--- src/rtl/dsp_mac_pkg.sv ---
// Shared constants for the MAC pipeline: pre-adder mode encodings and
// default operand/accumulator widths.
package dsp_mac_pkg;

    localparam int DEF_AW      = 18;
    localparam int DEF_BW      = 18;
    localparam int DEF_PW      = 48;
    localparam int DEF_ACC_LEN = 4;

    // Pre-adder select. Both 00 and 11 pass B straight through.
    typedef enum logic [1:0] {
        MODE_B     = 2'b00,
        MODE_DPB   = 2'b01,
        MODE_DMB   = 2'b10,
        MODE_B_ALT = 2'b11
    } mode_e;

endpackage

--- src/rtl/dsp_sat_add.sv ---
// PW-bit signed adder with overflow detect. On overflow it either clamps
// to the signed range limit in the direction of the true sum, or wraps.
module dsp_sat_add #(
    parameter int PW     = 48,
    parameter int SAT_EN = 1
) (
    input  logic signed [PW-1:0] a_i,
    input  logic signed [PW-1:0] b_i,
    output logic signed [PW-1:0] sum_o,
    output logic                 ovf_o
);

    localparam logic signed [PW-1:0] MAX_VAL = {1'b0, {(PW-1){1'b1}}};
    localparam logic signed [PW-1:0] MIN_VAL = {1'b1, {(PW-1){1'b0}}};

    logic signed [PW:0] wide;

    assign wide = {a_i[PW-1], a_i} + {b_i[PW-1], b_i};

    // Overflow when the extra sign bit disagrees with the PW-bit result sign.
    always_comb begin
        ovf_o = wide[PW] ^ wide[PW-1];
        sum_o = wide[PW-1:0];
        if (ovf_o && (SAT_EN != 0)) begin
            sum_o = wide[PW] ? MIN_VAL : MAX_VAL;
        end
    end

endmodule

--- src/rtl/dsp_mac_pipe.sv ---
// Three-stage pre-add / multiply / accumulate pipeline. A window of
// ACC_LEN valid samples is summed; the window total appears on P with a
// one-cycle P_VALID strobe. OVF is sticky until RST or CLR.
module dsp_mac_pipe
    import dsp_mac_pkg::*;
#(
    parameter int AW      = DEF_AW,
    parameter int BW      = DEF_BW,
    parameter int PW      = DEF_PW,
    parameter int ACC_LEN = DEF_ACC_LEN,
    parameter int SAT_EN  = 1
) (
    input  logic                             CLK,
    input  logic                             RST,
    input  logic                             CE,
    input  logic                             CLR,
    input  logic                             IN_VALID,
    input  logic [1:0]                       MODE,
    input  logic signed [AW-1:0]             A,
    input  logic signed [BW-1:0]             B,
    input  logic signed [BW-1:0]             D,
    output logic signed [PW-1:0]             P,
    output logic                             P_VALID,
    output logic                             OVF,
    output logic [$clog2(ACC_LEN+1)-1:0]     CNT
);

    localparam int PRW = AW + BW + 1;
    localparam int CW  = $clog2(ACC_LEN + 1);
    localparam logic [CW-1:0] LAST_IDX = CW'(ACC_LEN - 1);

    if (AW + BW + 1 > PW) begin : g_bad_pw
        $error("dsp_mac_pipe: PW must be at least AW+BW+1");
    end
    if (ACC_LEN < 1) begin : g_bad_len
        $error("dsp_mac_pipe: ACC_LEN must be at least 1");
    end

    logic signed [AW-1:0]  a1_q, a1_d;
    logic signed [BW:0]    pre1_q, pre1_d;
    logic                  v1_q, v1_d;
    logic signed [PW-1:0]  prod2_q, prod2_d;
    logic                  v2_q, v2_d;
    logic signed [PW-1:0]  acc_q, acc_d;
    logic [CW-1:0]         cnt_q, cnt_d;
    logic                  ovf_q, ovf_d;
    logic signed [PW-1:0]  p_q, p_d;
    logic                  p_valid_q, p_valid_d;

    logic signed [BW:0]    b_ext, d_ext, pre_sum;
    logic signed [PRW-1:0] prod_full;
    logic signed [PW-1:0]  add_a, add_sum;
    logic                  add_ovf;
    logic                  first_smp, last_smp;

    assign b_ext = {B[BW-1], B};
    assign d_ext = {D[BW-1], D};

    // Pre-adder, one bit wider than the operands so D+B / D-B never wrap.
    always_comb begin
        case (MODE)
            MODE_DPB: pre_sum = d_ext + b_ext;
            MODE_DMB: pre_sum = d_ext - b_ext;
            default:  pre_sum = b_ext;
        endcase
    end

    assign prod_full = PRW'(a1_q) * PRW'(pre1_q);

    // Sample 1 of a window loads the product rather than adding to stale acc.
    assign first_smp = (cnt_q == '0);
    assign last_smp  = (cnt_q == LAST_IDX);
    assign add_a     = first_smp ? '0 : acc_q;

    dsp_sat_add #(
        .PW     (PW),
        .SAT_EN (SAT_EN)
    ) u_sat_add (
        .a_i   (add_a),
        .b_i   (prod2_q),
        .sum_o (add_sum),
        .ovf_o (add_ovf)
    );

    // Next-state: CLR beats CE; P_VALID only rises on an enabled last sample.
    always_comb begin
        a1_d      = a1_q;
        pre1_d    = pre1_q;
        v1_d      = v1_q;
        prod2_d   = prod2_q;
        v2_d      = v2_q;
        acc_d     = acc_q;
        cnt_d     = cnt_q;
        ovf_d     = ovf_q;
        p_d       = p_q;
        p_valid_d = 1'b0;
        if (CLR) begin
            v1_d  = 1'b0;
            v2_d  = 1'b0;
            acc_d = '0;
            cnt_d = '0;
            ovf_d = 1'b0;
        end else if (CE) begin
            a1_d    = A;
            pre1_d  = pre_sum;
            v1_d    = IN_VALID;
            prod2_d = PW'(prod_full);
            v2_d    = v1_q;
            if (v2_q) begin
                acc_d = add_sum;
                ovf_d = ovf_q | add_ovf;
                if (last_smp) begin
                    cnt_d     = '0;
                    p_d       = add_sum;
                    p_valid_d = 1'b1;
                end else begin
                    cnt_d = cnt_q + CW'(1);
                end
            end
        end
    end

    // Pipeline, accumulator and result registers.
    always_ff @(posedge CLK or posedge RST) begin
        if (RST) begin
            a1_q      <= '0;
            pre1_q    <= '0;
            v1_q      <= 1'b0;
            prod2_q   <= '0;
            v2_q      <= 1'b0;
            acc_q     <= '0;
            cnt_q     <= '0;
            ovf_q     <= 1'b0;
            p_q       <= '0;
            p_valid_q <= 1'b0;
        end else begin
            a1_q      <= a1_d;
            pre1_q    <= pre1_d;
            v1_q      <= v1_d;
            prod2_q   <= prod2_d;
            v2_q      <= v2_d;
            acc_q     <= acc_d;
            cnt_q     <= cnt_d;
            ovf_q     <= ovf_d;
            p_q       <= p_d;
            p_valid_q <= p_valid_d;
        end
    end

    assign P       = p_q;
    assign P_VALID = p_valid_q;
    assign OVF     = ovf_q;
    assign CNT     = cnt_q;

endmodule

--- config.mk ---
export PLATFORM = sky130hd
export DESIGN_NAME = dsp_mac_pipe
export DESIGN_NICKNAME = d
export VERILOG_FILES = /design/src/rtl/dsp_mac_pkg.sv /design/src/rtl/dsp_sat_add.sv /design/src/rtl/dsp_mac_pipe.sv
export SDC_FILE = /design/constraint.sdc
export NUM_CORES = 2
export LEC_CHECK = 0
export CORE_ASPECT_RATIO = 0.9
export CORE_MARGIN = 10
export CORE_UTILIZATION = 59
export CTS_CLUSTER_DIAMETER = 40
export CTS_CLUSTER_SIZE = 20
export DETAILED_ROUTE_END_ITERATION = 10
export HOLD_SLACK_MARGIN = 0.05
export PLACE_DENSITY_LB_ADDON = 0.05
export SYNTH_ARGS = -nofsm -noshare
export SYNTH_HDL_FRONTEND = slang
export SYNTH_SLANG_ARGS = --single-unit
--- constraint.sdc ---
create_clock -name CLK -period 14.2 [get_ports CLK]
set_clock_uncertainty 0.1 [all_clocks]
set_input_delay 3.55 -clock CLK [delete_from_list [all_inputs] [get_ports CLK]]
set_output_delay 3.55 -clock CLK [all_outputs]
set_load 0.05 [all_outputs]
==> reports/summary.txt <==
CTS hold repair buffers = 0
Status = completed
Max stage delay on crit path = 0.52 ns
Post-synth EDFFs = 0
Clk Latency, worst-skew pair = 0.47 ns
DIE HEIGHT = 209.1 um
Proportion of layout cells with a drive suffix above 1 = 0.02421
IO Port Bufs = 113
Synth area leaders = fa_1 30%, dfrtp_1 19%, ha_1 8.8%
Core Region = 39370 um^2
Final cycle utilization of the critical path = 0.5206
Final wirelength = 58350 um
#FFs+latches synth = 177
Post-Syn Area per Cell = 8.798 um^2
Hold crit path type = register to register
CTS resizes = 0
CTS tree = yes
Final ANT Viol Nets = 0
Clock transition at path regs = 0.07 ns
Clk sinks = 177
RSZ-0062 raised after global routing = false
Worst Path Max Fanout = 4
Critical R2R Launch = pre1_q[7]$_DFFE_PP0P_
Seq/Total Area, Yosys = 0.1890
Hold Path End = acc_q[42]$_DFFE_PP0P_
CP Depth = 16
Top delay family on crit path = simple AND/OR/NAND/NOR gates
Routed len/inst = 18.14 um
Final setup vio count = 0
H-tree depth = 4
Critical Path AT = 7.64 ns
Setup total negative slack = 0 ns
Layout area overhead = 8.280%
Synth Instances = 2664
Top_reg_cell synth = dfrtp_1
ANT cells = 0
Max cap viols = 0
Share of the synthesized area in the top cell type = 0.2964
Worst Path Required = 14.45 ns
I/O pin count = 114
Max frequency = 135.3 MHz
Reg2Reg Depth = 23
Dominant cell by count in the synthesized netlist = inv_1
Worst reg2reg setup slack = 7.07 ns
Final hold vios = 0
Synth cell count leaders = 412 x inv_1, 398 x nand2_1, 347 x fa_1
Fin crit period = 7.393 ns
Initial antenna violation count = 1
Slew headroom = 0.1708
CTS buffer count = 17
First-pass GRT wire length = 98860 um
Iteration-0 DRC count of the detailed router = 1202
# Post-CTS Setup Buffers = 0
Max-slew violation count = 0
Global Route Usage Sum = 0.2527
Async set or reset register ratio after synthesis = 1.000
Nature of the critical path endpoint = register
Worst Max-Slew Pin Slew = 1.241 ns
Synth Warn # = 0
Vias = 18170
CTS Buffer Depth = 2
Synth Cell Area = 23440 um^2
Drt via density = 5.647
Most frequent CP cell = o21ai_0
Worst path bufs/invs = 2
Largest net degree at the start of global routing = 114
R2r endpoint = prod2_q[31]$_DFFE_PP0P_
Vias in the first global route = 19550
Critical path, cell by cell = clkdlybuf4s50_1 -> inv_1 -> ha_1 -> nor3b_1 -> nand3b_1 -> nor4_1 -> nor4bb_1 -> nor2_1 -> xnor2_1 -> ha_1 -> or3_1 -> o21ai_0 -> o21ai_0 -> o21a_1 -> nor3_1 -> o21ai_0
Die X = 230.1 um
Drc violations = 0
DP HPWL = 44560 um
Full die area = 48110 um^2
Post-synth top area cell = fa_1
CP Launch Type = input pin
Grt total ovfl = 0
Routability Congestion = 0.8958
Initial Util = 0.5953
WHS Path Cells = 2
Hold Startpoint = acc_q[42]$_DFFE_PP0P_
Syn Nets = 3237
Slowest cell on crit path = nor4bb_1
Fin nets = 3245
Router iterations before antenna repair = 5
Row count = 69
WS Path Type = input pin to register
Root Driver = clkbuf_16
Synth cell types = 70
[layout by cell type, fill, tap and decap left out, drive strengths merged, types with 6 or more instances in the layout]
master         count
clkbuf            22
buf               10
nor2b             17
o21a               8
o21bai            12
nand2            399
xnor2             72
nand2b            20
a31oi              9
xor2              35
a211oi            10
inv              413
nand3             23
ha               165
dfrtp            177
and2             223
a221o              9
a22o              14
fa               347
a21oi            114
nand4             11
and3              12
o211ai            13
nor2             110
o21ai            175
nor3              21
o31ai             10
a21o              52
or3                6
clkdlybuf4s50    113
[final cells by class]
class / count / area (um^2)
clock buffer: 22 / 454.2
clock inverter: 10 / 127.6
fill: 3428 / 13990
inverter: 412 / 1551
multi-input combinational: 1941 / 16940
sequential: 177 / 4429
tap: 532 / 665.6
timing repair buffer: 123 / 1206
[worst reg2reg max path, stage by stage (launching register included)]
cell and delay [ns]:
dfrtp_1 0.93, nand2_1 0.19, fa_1 0.58, inv_1 0.05, fa_1 0.49, inv_1 0.05
fa_1 0.52, inv_1 0.05, fa_1 0.45, fa_1 0.49, inv_1 0.05, fa_1 0.50
inv_1 0.05, ha_1 0.32, a21o_1 0.18, a21o_1 0.17, a221o_1 0.34, a21oi_1 0.43
o211ai_1 0.24, a31oi_1 0.29, o21bai_1 0.09, a21oi_1 0.17, xor2_1 0.15, o21ai_0 0.08
[cells by family after synthesis]
group	after synthesis	share of synthesized area
AND/OR/NAND/NOR	860	0.1753
multiplexers	5	0.002135
AO/OA/AOI/OAI	454	0.1185
flip-flops	177	0.1890
adder cells (fa/ha/maj)	515	0.3858
buffers and inverters	546	0.08931
XOR/XNOR	107	0.03998
[state kept, by name, indices dropped and copies added (netlist names)]
signal / cells
v2_q: 1
prod2_q: 37
pre1_q: 19
P_VALID: 1
acc_q: 48
CNT: 3
OVF: 1
P: 48
v1_q: 1
a1_q: 18
[worst max path at each step]
stage,from,end
global route,B[0],pre1_q[18]$_DFFE_PP0P_
finish,B[0],pre1_q[18]$_DFFE_PP0P_
floorplan,RST,CNT[0]$_DFFE_PP0P_
global placement,B[1],pre1_q[17]$_DFFE_PP0P_
CTS,B[1],pre1_q[18]$_DFFE_PP0P_
detailed placement,B[2],pre1_q[18]$_DFFE_PP0P_
[stage by stage]
| step | utilization | hold WS, ns | setup slack, ns | instances | cell area [um^2] |
|---|---|---|---|---|---|
| final | 0.6446 | 0.3717 | 6.807 | 3217 | 25380 |
| after global routing | 0.6446 | 0.4002 | 6.440 | 3217 | 25380 |
| after CTS | 0.6446 | 0.3788 | 6.895 | 3217 | 25380 |
| after detailed placement | 0.6299 | 0.3626 | 6.439 | 3185 | 24800 |
| after global placement | 0.6299 | 0.3536 | 6.530 | 3185 | 24800 |
| after floorplan | - | 0.3383 | 5.748 | 2664 | 23440 |
[layer usage]
metal / GRT usage / up-vias / part of all wire
met2: 0.4258 / 488 / 0.49
met4: 0.08001 / 0 / 0.025
met3: 0.04266 / 122 / 0.053
met1: 0.3271 / 9190 / 0.43
met5: 0 / - / 0
li1: - / 8365 / -
Power is left out: the tool's default activity adds up to more than one toggle a clock period on the data nets, which glitch-free logic cannot reach.
